[src/rtl/lsu_split_access.sv]
// lsu_split_access: load/store unit between the EX/MEM register and dmem.
// Splits XLEN-boundary-crossing accesses into two sequential beats.
module lsu_split_access #(
  parameter int XLEN             = 32,
  parameter int ADDR_W           = 32,
  parameter int ALLOW_MISALIGNED = 1
) (
  input  logic              clk,
  input  logic              rst_n,
  input  logic              req_valid,
  output logic              req_ready,
  input  logic              req_write,
  input  logic [2:0]        req_funct3,
  input  logic [ADDR_W-1:0] req_addr,
  input  logic [XLEN-1:0]   req_wdata,
  output logic [ADDR_W-1:0] dmem_address,
  output logic              dmem_read,
  output logic              dmem_write,
  output logic [XLEN/8-1:0] dmem_wmask,
  output logic [XLEN-1:0]   dmem_wdata,
  input  logic [XLEN-1:0]   dmem_rdata,
  input  logic              dmem_resp,
  output logic              rsp_valid,
  output logic [XLEN-1:0]   rsp_rdata,
  output logic              rsp_fault,
  output logic              busy
);

  localparam int NB = XLEN / 8;
  localparam int OW = $clog2(NB);
  localparam int SW = OW + 2;

  typedef enum logic [2:0] {
    S_IDLE,
    S_BEAT0,
    S_BEAT1,
    S_RESP,
    S_FAULT
  } state_e;

  state_e            state_q;
  logic              write_q;
  logic [2:0]        funct3_q;
  logic [ADDR_W-1:0] addr_q;
  logic [XLEN-1:0]   wdata_q;
  logic [XLEN-1:0]   buf_q;
  logic              rsp_valid_q;
  logic              rsp_fault_q;
  logic [XLEN-1:0]   rsp_rdata_q;

  logic [1:0]        size_w;
  logic [OW-1:0]     off_w;
  logic [SW-1:0]     bytes_w;
  logic              split_w;
  logic [ADDR_W-1:0] base_w;
  logic              in0_w;
  logic              in1_w;
  logic [2*NB-1:0]   lanes_w;
  logic [2*XLEN-1:0] wd_w;
  logic [OW+2:0]     sh0_w;
  logic [OW+3:0]     sh1_w;
  logic [XLEN-1:0]   raw_w;
  logic [XLEN-1:0]   ext_w;
  logic              sgn_w;
  logic              misal_w;
  logic              fault_w;

  assign size_w  = funct3_q[1:0];
  assign off_w   = addr_q[OW-1:0];
  assign bytes_w = SW'(1) << size_w;
  assign split_w = (SW'(off_w) + bytes_w) > SW'(NB);
  assign base_w  = {addr_q[ADDR_W-1:OW], {OW{1'b0}}};
  assign in0_w   = state_q == S_BEAT0;
  assign in1_w   = state_q == S_BEAT1;
  assign sh0_w   = {off_w, 3'b000};
  assign sh1_w   = {(OW+1)'(NB) - {1'b0, off_w}, 3'b000};
  assign wd_w    = {{XLEN{1'b0}}, wdata_q} << sh0_w;

  // Byte-enable window for the whole access, spread over two beats.
  always_comb begin
    lanes_w = '0;
    case (size_w)
      2'd0:    lanes_w = (2*NB)'(8'h01);
      2'd1:    lanes_w = (2*NB)'(8'h03);
      2'd2:    lanes_w = (2*NB)'(8'h0F);
      default: lanes_w = (2*NB)'(8'hFF);
    endcase
    lanes_w = lanes_w << off_w;
  end

  // Merge beat data into a right-justified value, then extend it.
  always_comb begin
    if (in1_w)
      raw_w = buf_q | (dmem_rdata << sh1_w);
    else
      raw_w = dmem_rdata >> sh0_w;
    case (size_w)
      2'd0:    sgn_w = raw_w[7];
      2'd1:    sgn_w = raw_w[15];
      2'd2:    sgn_w = raw_w[31];
      default: sgn_w = raw_w[XLEN-1];
    endcase
    sgn_w = sgn_w & ~funct3_q[2];
    ext_w = raw_w;
    for (int i = 0; i < XLEN; i++)
      if (i >= (8 << size_w)) ext_w[i] = sgn_w;
  end

  // Alignment check on the incoming request.
  always_comb begin
    case (req_funct3[1:0])
      2'd0:    misal_w = 1'b0;
      2'd1:    misal_w = req_addr[0];
      2'd2:    misal_w = |req_addr[1:0];
      default: misal_w = |req_addr[2:0];
    endcase
    fault_w = (ALLOW_MISALIGNED == 0) && misal_w;
    if (XLEN == 32 && req_funct3[1:0] == 2'd3)
      fault_w = 1'b1;
  end

  // Request capture, beat sequencing and registered response.
  always_ff @(posedge clk or negedge rst_n) begin
    if (!rst_n) begin
      state_q     <= S_IDLE;
      write_q     <= 1'b0;
      funct3_q    <= '0;
      addr_q      <= '0;
      wdata_q     <= '0;
      buf_q       <= '0;
      rsp_valid_q <= 1'b0;
      rsp_fault_q <= 1'b0;
      rsp_rdata_q <= '0;
    end else begin
      rsp_valid_q <= 1'b0;
      case (state_q)
        S_IDLE: if (req_valid) begin
          write_q  <= req_write;
          funct3_q <= req_funct3;
          addr_q   <= req_addr;
          wdata_q  <= req_wdata;
          if (fault_w) begin
            state_q     <= S_FAULT;
            rsp_valid_q <= 1'b1;
            rsp_fault_q <= 1'b1;
            rsp_rdata_q <= '0;
          end else begin
            state_q <= S_BEAT0;
          end
        end
        S_BEAT0: if (dmem_resp) begin
          buf_q <= raw_w;
          if (split_w) begin
            state_q <= S_BEAT1;
          end else begin
            state_q     <= S_RESP;
            rsp_valid_q <= 1'b1;
            rsp_fault_q <= 1'b0;
            rsp_rdata_q <= write_q ? '0 : ext_w;
          end
        end
        S_BEAT1: if (dmem_resp) begin
          state_q     <= S_RESP;
          rsp_valid_q <= 1'b1;
          rsp_fault_q <= 1'b0;
          rsp_rdata_q <= write_q ? '0 : ext_w;
        end
        default: state_q <= S_IDLE;
      endcase
    end
  end

  assign req_ready  = state_q == S_IDLE;
  assign busy       = state_q != S_IDLE;
  assign dmem_read  = (in0_w | in1_w) & ~write_q;
  assign dmem_write = (in0_w | in1_w) & write_q;

  assign dmem_address = in0_w ? base_w :
                        in1_w ? base_w + ADDR_W'(NB) : '0;
  assign dmem_wmask   = !write_q ? '0 :
                        in0_w ? lanes_w[NB-1:0] :
                        in1_w ? lanes_w[2*NB-1:NB] : '0;
  assign dmem_wdata   = !write_q ? '0 :
                        in0_w ? wd_w[XLEN-1:0] :
                        in1_w ? wd_w[2*XLEN-1:XLEN] : '0;

  assign rsp_valid = rsp_valid_q;
  assign rsp_fault = rsp_fault_q;
  assign rsp_rdata = rsp_rdata_q;

endmodule

[config.mk]
export PLATFORM = sky130hd
export DESIGN_NAME = lsu_split_access
export DESIGN_NICKNAME = d
export VERILOG_FILES = /design/src/rtl/lsu_split_access.sv
export SDC_FILE = /design/constraint.sdc
export NUM_CORES = 1
export LEC_CHECK = 0
export CORE_MARGIN = 2
export CORE_UTILIZATION = 40
export CTS_CLUSTER_SIZE = 20
export DETAILED_ROUTE_END_ITERATION = 12
export PLACE_DENSITY_LB_ADDON = 0.12
export SLEW_MARGIN = 20
export SYNTH_ARGS = -nofsm -noshare
export SYNTH_HDL_FRONTEND = slang
export SYNTH_SLANG_ARGS = --single-unit
[constraint.sdc]
create_clock -name clk -period 8.7 [get_ports clk]
set_clock_uncertainty 0.05 [all_clocks]
set_input_delay 1.305 -clock clk [delete_from_list [all_inputs] [get_ports clk]]
set_output_delay 1.305 -clock clk [all_outputs]
set_load 0.01 [all_outputs]
**After elaboration in Yosys (flattened, before gate mapping)**

Cells that the tools add are included.

- Register bits after elaboration: 137
- Input port bits: 104
- Output and inout bits: 106

- Add/sub/neg operators: 3
- Order comparisons: 33
- Eq/ne operators: 10
- Shift-type cells: 6
- Mux-type cells: 69
- Bitwise gates (word level): 7
- Reductions and logical operators: 8

Operators with widths:

| kind | count |
|---|---|
| 6-bit by 32-bit >= comparator with 1-bit output (first input constant) | 16 |
| 32-bit 2-to-1 mux | 12 |
| 5-bit by 32-bit >= comparator with 1-bit output (first input constant) | 8 |
| 4-bit by 32-bit >= comparator with 1-bit output (first input constant) | 4 |
| 32-bit one-hot mux with 3 select lines | 1 |
| 3-bit by 32-bit >= comparator with 1-bit output (first input constant) | 2 |
| 32-bit by 5-bit left shift with 64-bit output | 1 |
| 1-bit 2-to-1 mux | 44 |
| 32-bit by 3-bit adder with 32-bit output (second input constant) | 1 |
| 1-bit by 32-bit >= comparator with 1-bit output (first input constant) | 1 |
| 2-bit by 32-bit >= comparator with 1-bit output (first input constant) | 1 |
| 32-bit OR | 1 |
| 32-bit by 6-bit left shift with 32-bit output | 1 |
| 4-bit by 2-bit left shift with 32-bit output (first input constant) | 1 |
| 32-bit by 5-bit right shift with 32-bit output | 1 |
| 8-bit one-hot mux with 3 select lines | 1 |
| 3-bit 2-to-1 mux | 4 |
| 4-bit 2-to-1 mux | 3 |
| 3-bit one-hot mux with 3 select lines | 1 |
| 2-bit != test (second input constant) | 4 |
| 8-bit by 2-bit left shift with 8-bit output | 1 |
| 1-bit one-hot mux with 3 select lines | 2 |
| 6-bit AND reduction | 1 |
| 3-bit nonzero test | 2 |
| other kinds (17) | 22 |

**Longest topological paths before layout**

Gate-level depths: netlist of run 1.

- Depth in word-level cells: 11
- Gate-level depth with buffers: 13
- Mapped depth without buffers: 10

**Least setup slack after synthesis of run 1**

OpenSTA, ideal clock, no wires.

- Path kind: reg2out
- From: register addr_q[0]
- To: output dmem_wmask[0]
- Arrival: 1.956 ns
- Required time: 7.345 ns
- Setup slack: 5.389 ns
- Cell stages (with the launch flop): 9
- Buffers on the path: 4
- Path through: dfrtp_1 buf_2 buf_2 inv_1 clkbuf_1 ha_1 clkbuf_1 a22oi_1 nor2b_1

- Longest elaborated chain between the ends: 4

Ends and longest elaborated chain:

| what | line | RTL |
|---|---|---|
| start: declaration | 44 | `logic [ADDR_W-1:0] addr_q;` |
| start signal: assignment | 140 | `addr_q <= req_addr;` |
| 8-bit by 2-bit left shift with 8-bit output * | 88 | `lanes_w = lanes_w << off_w;` |
| 4-bit 2-to-1 mux | 182 | `in1_w ? lanes_w[2*NB-1:NB] : '0;` |
| 4-bit 2-to-1 mux * | 181 | `in0_w ? lanes_w[NB-1:0] :` |
| 4-bit 2-to-1 mux * | 180 | `assign dmem_wmask = !write_q ? '0 :` |
| end: declaration | 19 | `output logic [XLEN/8-1:0] dmem_wmask,` |

Mark *: on every way between the ends. The rest lies on a longest branch, timed or not.

**Final worst setup path of run 1**

- From: register state_q[2]
- To: output dmem_wdata[16]

- Longest elaborated chain between the ends: 4

Ends and longest elaborated chain:

| what | line | RTL |
|---|---|---|
| start: declaration | 41 | `state_e state_q;` |
| start signal: assignment | 125 | `state_q <= S_IDLE;` |
| start signal: assignment | 143 | `state_q <= S_FAULT;` |
| start signal: assignment | 148 | `state_q <= S_BEAT0;` |
| 3-bit by 2-bit equality test with 1-bit output | 74 | `assign in1_w = state_q == S_BEAT1;` |
| 32-bit 2-to-1 mux | 185 | `in1_w ? wd_w[2*XLEN-1:XLEN] : '0;` |
| 32-bit 2-to-1 mux * | 184 | `in0_w ? wd_w[XLEN-1:0] :` |
| 32-bit 2-to-1 mux * | 183 | `assign dmem_wdata = !write_q ? '0 :` |
| end: declaration | 20 | `output logic [XLEN-1:0] dmem_wdata,` |

Marked as above.

==> results of run 1 <==
## final cells by class
class | instances | area, µm² | area share, %
Tap cell | 280 | 350.3 | 3.032
Sequential cell | 137 | 3433 | 29.71
Timing Repair Buffer | 216 | 2141 | 18.53
Multi-Input combinational cell | 720 | 4979 | 43.08
Clock buffer | 19 | 452.9 | 3.919
Inverter | 11 | 41.29 | 0.3573
Clock inverter | 13 | 158.9 | 1.375
## through the flow
stage                     instance area [µm²]  util (%)  std cells
final                                   11560     53.12       1396
after global routing                    11560     53.12       1396
after CTS                               11560     53.12       1396
after detailed placement                10940     50.30       1364
after global placement                  10940     50.30       1364
after floorplan                          8816         -        945
## layer usage
| metal | wire, µm | global-route usage, % |
|---|---|---|
| met5 | 0 | 0 |
| met4 | 472 | 6.746 |
| met3 | 2134 | 6.911 |
| met2 | 13150 | 38.33 |
| met1 | 12160 | 31.77 |
## layout by cell type, fill, tap and decap left out, types with 11 or more instances in the layout
cell,count
nor2_1,58
o22ai_1,11
mux2_2,104
nand3_1,26
dfrtp_1,135
a31oi_1,20
o21ai_0,52
o21ai_1,19
a21oi_1,80
clkdlybuf4s50_1,206
inv_1,11
clkbuf_16,17
a211oi_1,17
nor3_1,14
mux2i_1,43
nand2_1,96
nor2b_1,22
## worst reg2reg max path: stages (launching register included)
cell and delay, ns:
dfrtp_1 0.70, nor2_1 0.94, ha_1 0.32, ha_1 0.23, o2bb2ai_1 0.23, o221ai_2 0.17, a21boi_4 0.45, o211ai_4 0.35
o21ai_1 0.24
## sequential cells by signal (all words and copies together) (netlist names)
name,count
write_q,1
state_q,3
buf_q,32
funct3_q,3
addr_q,32
rsp_fault,1
wdata_q,32
rsp_valid,1
rsp_rdata,32
## power groups by stage
stage          Combinational (mW)  Sequential (mW)  Clock (mW)
4_1_cts                      2.55             1.27       0.778
5_1_grt                      2.77             1.33       0.803
6_report                     2.54             1.27       0.761
2_1_floorplan                1.72             1.15           0
3_3_place_gp                 2.52             1.27           0
3_5_place_dp                 2.53             1.28           0
## kinds of logic (layout without fill, tap and decap cells)
group | after synthesis | count (layout)
other cells | 1 | 2
compound gates | 292 | 292
xor+xnor | 1 | 1
flops | 137 | 137
simple gates | 273 | 273
buf+inv | 88 | 259
mux | 148 | 148
fa+ha+maj | 4 | 4
## worst paths after layout
kind	end	slack, ns
max	dmem_wdata[16]	3.61
min	rsp_fault	0.43
min in group asynchronous	rsp_rdata[22]	0.83
max reg2reg	rsp_rdata[18]	4.94
min reg2reg	rsp_fault	0.43
max in group asynchronous	addr_q[0]	6.32
==> results.md, run 1 <==
Global routing:
- The largest net degree at the start of global routing is 85.
- The via count of the first global-routing pass is between 8000 and 9000.
- The initial antenna violation count came to 0.
- The global-route wire length before repair is 44520 µm.
- The total overflow left after global routing is 0.
- The combined global-route utilization of all metal layers is between 20% and 30%.

Worst setup path:
- In this run the critical register-to-register path is launched from funct3_q[1].
- The buffer and inverter count on the worst path is 2.
- The number of logic stages on the critical path including buffering is 6.
- Among cell families on the critical path, the largest total delay comes from simple AND/OR/NAND/NOR gates.
- The launching instance or port of the critical path is state_q[2].
- Traced cell by cell, the critical path runs through or3b_2, buf_4, nor2_1, a21oi_1, a21oi_1, clkdlybuf4s50_1.
- The highest cell delay on the worst timing path is 0.78 ns.
- The path depth of the worst reg2reg path is 8.
- The required time of the worst setup path is approximately 7.3 ns.
- The category of the worst setup path launch point is a register.
- The type of element capturing the critical path is an output port.
- The cell type with the highest occurrence count on the critical path is a21oi_1.
- The kind of critical path is register to output port.
- The highest net fanout along the worst path is 43.
- The worst-path cell with the longest stage delay is or3b_2.
- Data on the critical path arrives at its endpoint at around 3.7 ns.

STA:
- The post-route clock period utilization is around three fifths.
- The clock period minus worst slack is a little over 5 ns.
- The final count of pins violating max slew is 0.
- The final-report hold violation count came to 0.
- The maximum frequency from static timing analysis is 196.6 MHz.
- Adding up every negative setup slack in the final design gives 0 ns.
- Headroom to the max-slew limit came out at between 30% and 40%.
- The worst hold slack after final layout is ~0.43 ns.
- The setup violation total in the final timing report is 0.
- Setup repair after global routing left no endpoint under its margin.
- The measured slew at the worst slew-check pin is roughly 1.0 ns.
- Across all setup checks in the final design, the least slack found is ~3.6 ns.

Synthesis:
- The synthesized netlist devotes less than 1% of its cell area to XOR and XNOR gates.
- After synthesis, the cell types taking the most area are dfrtp_1 (39%), mux2_2 (13%), mux2i_1 (4.9%).
- The cell area after synthesis is between 0.008 and 0.009 mm².
- The share of cell area taken by muxes after synthesis is 18.43%.
- Summed over its instances, the top area cell type makes up 38.90% of the synthesized netlist area.
- The number of distinct standard cells referenced by the synthesized netlist is 76.
- The number of flops mapped to enable cells by yosys is 0.
- The adder-cell share of the synthesized area is less than 1%.
- The Yosys warning count is 0.
- The part of the Yosys area used for sequential elements is 38.90%.
- By count the netlist is led by dfrtp_1 (137), mux2_2 (104), nand2_1 (96), a21oi_1 (80), nor2_1 (59).
- The library cell with the largest summed area after synthesis is dfrtp_1.
- Of all flip-flops after synthesis, the portion carrying an async set or reset was 100.0%.
- The synthesized flop and latch total is about 140.
- Summing the areas of all compound-gate instances in the mapped netlist gives 21.68% of the synthesized area.
- Synthesis produced a netlist whose cell count is around 940.
- The most used standard cell by instance count after synthesis is dfrtp_1.
- The mean area per synthesized cell is approximately 9.3 µm².
- By area, the combinational part of the netlist is dominated by compound AO/OA/AOI/OAI gates.
- Among all flip-flop cells after synthesis, the most frequent one is dfrtp_1.
- Of the total synthesized cell area, the portion taken by AND, OR, NAND and NOR gates is between 10% and 20%.

Route:
- The routed layout has roughly 8000 vias.
- For this block, the initial DRC count from the detailed router was ~490.
- The total iterations of the first detailed-routing run is 5.
- Dividing the detail-routed wire length by the instance count gives approximately 20 µm.
- The routed design has around 28000 µm of wire.
- In the routed layout, each cell is associated on average with a via count of 5.749.
- Once detail routing completed, the nets flagged for antenna violations numbered 0.
- After detailed routing, the number of remaining DRC violations is 0.

Die:
- In this run the standard cell core region covers ~0.022 mm².
- The floorplan has 54 rows.
- The die covers approximately 0.023 mm².
- The floorplan step set the die width to around 150 µm.
- The effective utilization at floorplan is 40.50%.
- During I/O placement, the number of pins put on the boundary was 210.
- The height of the die is between 150 and 200 µm.

Clocking:
- The clock edge transition at the registers on the reported setup and hold paths is around 0.06 ns.
- The level count of the clock H-tree is 4.
- The tree is rooted in a clkbuf_16.
- The maximum root-to-sink buffer count is 2.
- Buffers inserted to repair hold after CTS numbered 0.
- The TritonCTS clock tree is built.
- Clock tree synthesis inserted a total of 17 buffers.
- The count of cells resized by post-cts repair is 0.
- Buffers added to address setup during post-CTS repair amount to 0.
- The count of clock tree sinks is between 100 and 150.
- The clock insertion delay at the later pin of the skew report is 0.43 ns.

Power:
- The fraction of power consumed by sequential logic is ~28%.
- The largest vdd supply drop is between 0.15 and 0.2 mV.
- The power density of the placed cells is just under 400 mW/mm².
- The combinational group share of total power is between 50% and 60%.
- The overall power after layout is 4.567 mW.
- The internal power of the cells totals 2.582 mW.
- The clock network is responsible for between 10% and 20% of the overall power.
- The net switching fraction of the power is between 40% and 50%.
- The static power due to leakage is 4.521 nW.
- In this run the power spent charging and discharging nets is ~2.0 mW.

Layout:
- From synthesis to final layout, the design area changed by 31.14%.
- The ratio of cells with drive above 1 in the final layout is between 10% and 20%.
- The final layout contains approximately 1200 nets.
- The number of fill cells is slightly above 2000.
- The antenna cell count is 0.

Placed design:
- Input and output buffers added on the ports amount to roughly 210.
- The congestion estimate from routability-driven global placement came to about 0.83.
- At the placement stage, the worst setup path has a slack of a little over 4 ns.
- The detailed placer's ending HPWL is ~19000 µm.

Job:
- The tool flagged a number of max-cap violations equal to 0.

Hold path:
- Counting instances, the worst hold path has a depth of 1.
- In this run the most critical hold path is launched from rsp_fault.
- The tightest min-delay check is of the register to register type.

Run status:
- The flow ran to the end, and the final reports show no timing, DRC or antenna violations.
No activity file was read; power rests on OpenSTA's default activity.
==> run 2: changes to the inputs <==
==> constraint.sdc (replaced) <==
create_clock -name clk -period 4.2 [get_ports clk]
set_clock_uncertainty 0.05 [all_clocks]
set_input_delay 0.63 -clock clk [delete_from_list [all_inputs] [get_ports clk]]
set_output_delay 0.63 -clock clk [all_outputs]
set_load 0.01 [all_outputs]
==> run 2 against run 1 <==
  * Flip-flop and latch count did not move
  * Non-clock buffer count increased by 18
  * Global-route usage hardly changed
  * Cell area grew 0.83%
  * Via count is 0.31% higher
  * First-iteration DRC count grew 13%
  * Wire length grew 0.11%
  * Register-to-register slack got worse by 3.8 ns
  * Clock-buffer cell count down 2
  * Critical endpoint is now dmem_address[31]
  * Largest cell class unchanged
  * Highest routed layer is now met5
==> results.md, run 2 (same netlist as run 1, synthesis figures left out) <==
Layout:
- The number of nets at the end of the flow is 1229 (+1.5%).
- The ratio of cells with drive above 1 in the final layout is 17.37% (+1.2 points).
- The antenna cell count came to 0 (unchanged).
- Relative to the synthesized area, the layout overhead comes to 32.23%.
- The post-layout instance count excluding filler cells is 1414 (+1.3%).
- Leaving out fill and tap cells, the most frequent cell in the layout is clkdlybuf4s50_1.
- The share of the core filled with cells came to 53.56% (+0.44 points).
- In the layout the commonest cells are clkdlybuf4s50_1 (206), dfrtp_1 (135), mux2_2 (104), nand2_1 (96), a21oi_1 (80).

Clocking:
- The clock edge transition at the registers on the reported setup and hold paths is 0.07 ns (about the same).
- Clock tree synthesis selected as its root buffer the cell clkbuf_16.
- The count of cells resized by post-cts repair came to 0 (unchanged).
- The count of clock tree sinks is 137 (unchanged).
- The count of buffers added by post-CTS timing repair for setup is 0 (unchanged).
- TritonCTS built the clock tree.
- The level count of the clock H-tree is 4 (unchanged).
- The maximum root-to-sink buffer count is 2 (unchanged).
- The count of hold-fix buffers inserted at cts is 0 (unchanged).
- The number of clock buffers inserted by TritonCTS was 17 (unchanged).
- The clock insertion delay at the later pin of the skew report is 0.43 ns (about the same).

STA:
- The maximum frequency from static timing analysis is about 270 MHz.
- The setup violation total in the final timing report came to 0 (unchanged).
- Setup repair after global routing left no endpoint under its margin.
- The clock period minus worst slack is about 3.7 ns.
- The final worst setup slack is 0.4882 ns (-3.125 ns).
- The final-report hold violation count was 0 (unchanged).
- The post-route clock period utilization is 88.38%.
- The final count of pins violating max slew is 0 (unchanged).
- The normalized max-slew margin is 46.30% (+15 points).
- The final setup TNS is 0 ns (unchanged).
- The measured slew at the worst slew-check pin is 0.8055 ns (-0.2200 ns).

Worst setup path:
- The setup path with the least slack is of type register to output port.
- The critical path arrival is 3.03 ns (-0.70 ns).
- The highest net fanout along the worst path came to 9 (-79%).
- The worst-path cell with the longest stage delay is or4_1.
- The required time of the worst setup path was 3.52 ns (-3.82 ns).
- The origin of the critical flop-to-flop path is addr_q[0].
- The cell type with the highest occurrence count on the critical path is nand3_1.
- STA classifies the critical path endpoint as an output port.
- The critical path starts at addr_q[12].
- The highest cell delay on the worst timing path came to 0.54 ns (-0.24 ns).
- Walking the worst path, the cells encountered are nand3_2, nor4_1, nand3_1, or4_1, nand3_1, clkdlybuf4s50_1.
- The category of the worst setup path launch point is a register.

Route:
- The final wirelength is 27950 µm (+0.11%).
- The remaining antenna violation count after routing is 0 (unchanged).
- The number of DRC violations after detailed routing is 0 (unchanged).
- The total iterations of the first detailed-routing run is 6 (+1).
- The overall via count from detail_route is 8051 (+0.31%).
- The wire length per cell after detailed routing was 19.77 µm (-1.2%).
- The number of vias per cell after detailed routing came to 5.694 (-0.97%).
- The detailed router's first-iteration violation count is 550 (+13%).

Die:
- The number of top-level pins is 210 (unchanged).
- The effective utilization at floorplan is 40.50% (unchanged).
- The count of standard-cell rows was 54 (unchanged).
- The horizontal die dimension is 152.4 µm (unchanged).
- The height of the die was 152.4 µm (unchanged).
- The core footprint is 0.02176 mm² (unchanged).
- The area of the die came to 0.02323 mm² (unchanged).

Placed design:
- The worst-case setup slack after placement was 0.9364 ns (-3.174 ns).
- The number of buffers added on ports is 207 (unchanged).
- The detailed placer's ending HPWL is 19680 µm (+3.6%).
- The placer's final routability congestion estimate was 0.8463 (+1.6%).
- The number of instances in the placed design came to 1382 (+1.3%).

Global routing:
- The sum of overflow across all layers after global routing is 0 (unchanged).
- The via count of the first global-routing pass is 7889 (-2.2%).
- The largest net degree at the start of global routing came to 81 (-4.7%).
- The combined global-route utilization of all metal layers is 23.95% (about the same).
- The global-route wire length before repair is 44270 µm (-0.56%).
- The initial antenna violation count was 1 (+1).

Power:
- The static power due to leakage was 4.599 nW (+1.7%).
- The power density of the placed cells is 812.6 mW/mm² (+110%).
- The overall power after layout was 9.469 mW (+110%).
- The largest vdd supply drop is 0.3652 mV (+110%).

Run status:
- The flow ran to the end, and the final reports show no timing, DRC or antenna violations.

Hold path:
- The worst hold path belongs to the class primary input to async pin.

Job:
- The total of max-cap violations is 0 (unchanged).
## run 2: path summary, 6_finish.rpt
path | endpoint | depth (start not counted) | slack [ns]
max | dmem_address[31] | 6 | 0.49
min | rsp_rdata[22] | 1 | 0.20
max reg2reg | rsp_rdata[16] | 7 | 1.15
min reg2reg | rsp_rdata[28] | 2 | 0.43
max in group asynchronous | wdata_q[2] | 2 | 2.95
min in group clk | rsp_rdata[28] | 2 | 0.43
## run 2: per-stage QoR
step,area (µm²),hold WS (ns)
4_1_cts,11650,0.2339
3_5_place_dp,11080,0.4194
5_1_grt,11650,0.2539
3_3_place_gp,11080,0.4108
2_1_floorplan,8816,0.2844
6_report,11650,0.1973
## run 2: worst max-delay path, delay by kind of cell, from the launching register on
| kind | cells | cell delay, ns |
|---|---|---|
| simple gates | 5 | 1.55 |
| buf+inv | 1 | 0.54 |
| flops | 1 | 0.50 |
## run 2: report_power, final
group	internal [mW]	switching [mW]	leakage (nW)
Clock	0.791	0.693	0.281
Sequential	1.94	0.646	1.69
Combinational	2.56	2.83	2.63
## run 2: cell type report
cell class / count / area (µm²)
fill: 2024 / 10100
multi-input combinational: 720 / 4979
sequential: 137 / 3433
timing repair buffer: 234 / 2276
clock buffer: 17 / 425.4
tap: 280 / 350.3
clock inverter: 15 / 147.6
inverter: 11 / 41.29
## run 2: layer usage
layer,vias to the layer above,wire length (µm),global-route usage [%]
li1,3843,-,-
met1,3867,12400,31.98
met2,301,13080,39.04
met3,38,1934,5.973
met4,2,526,6.393
met5,-,13,0
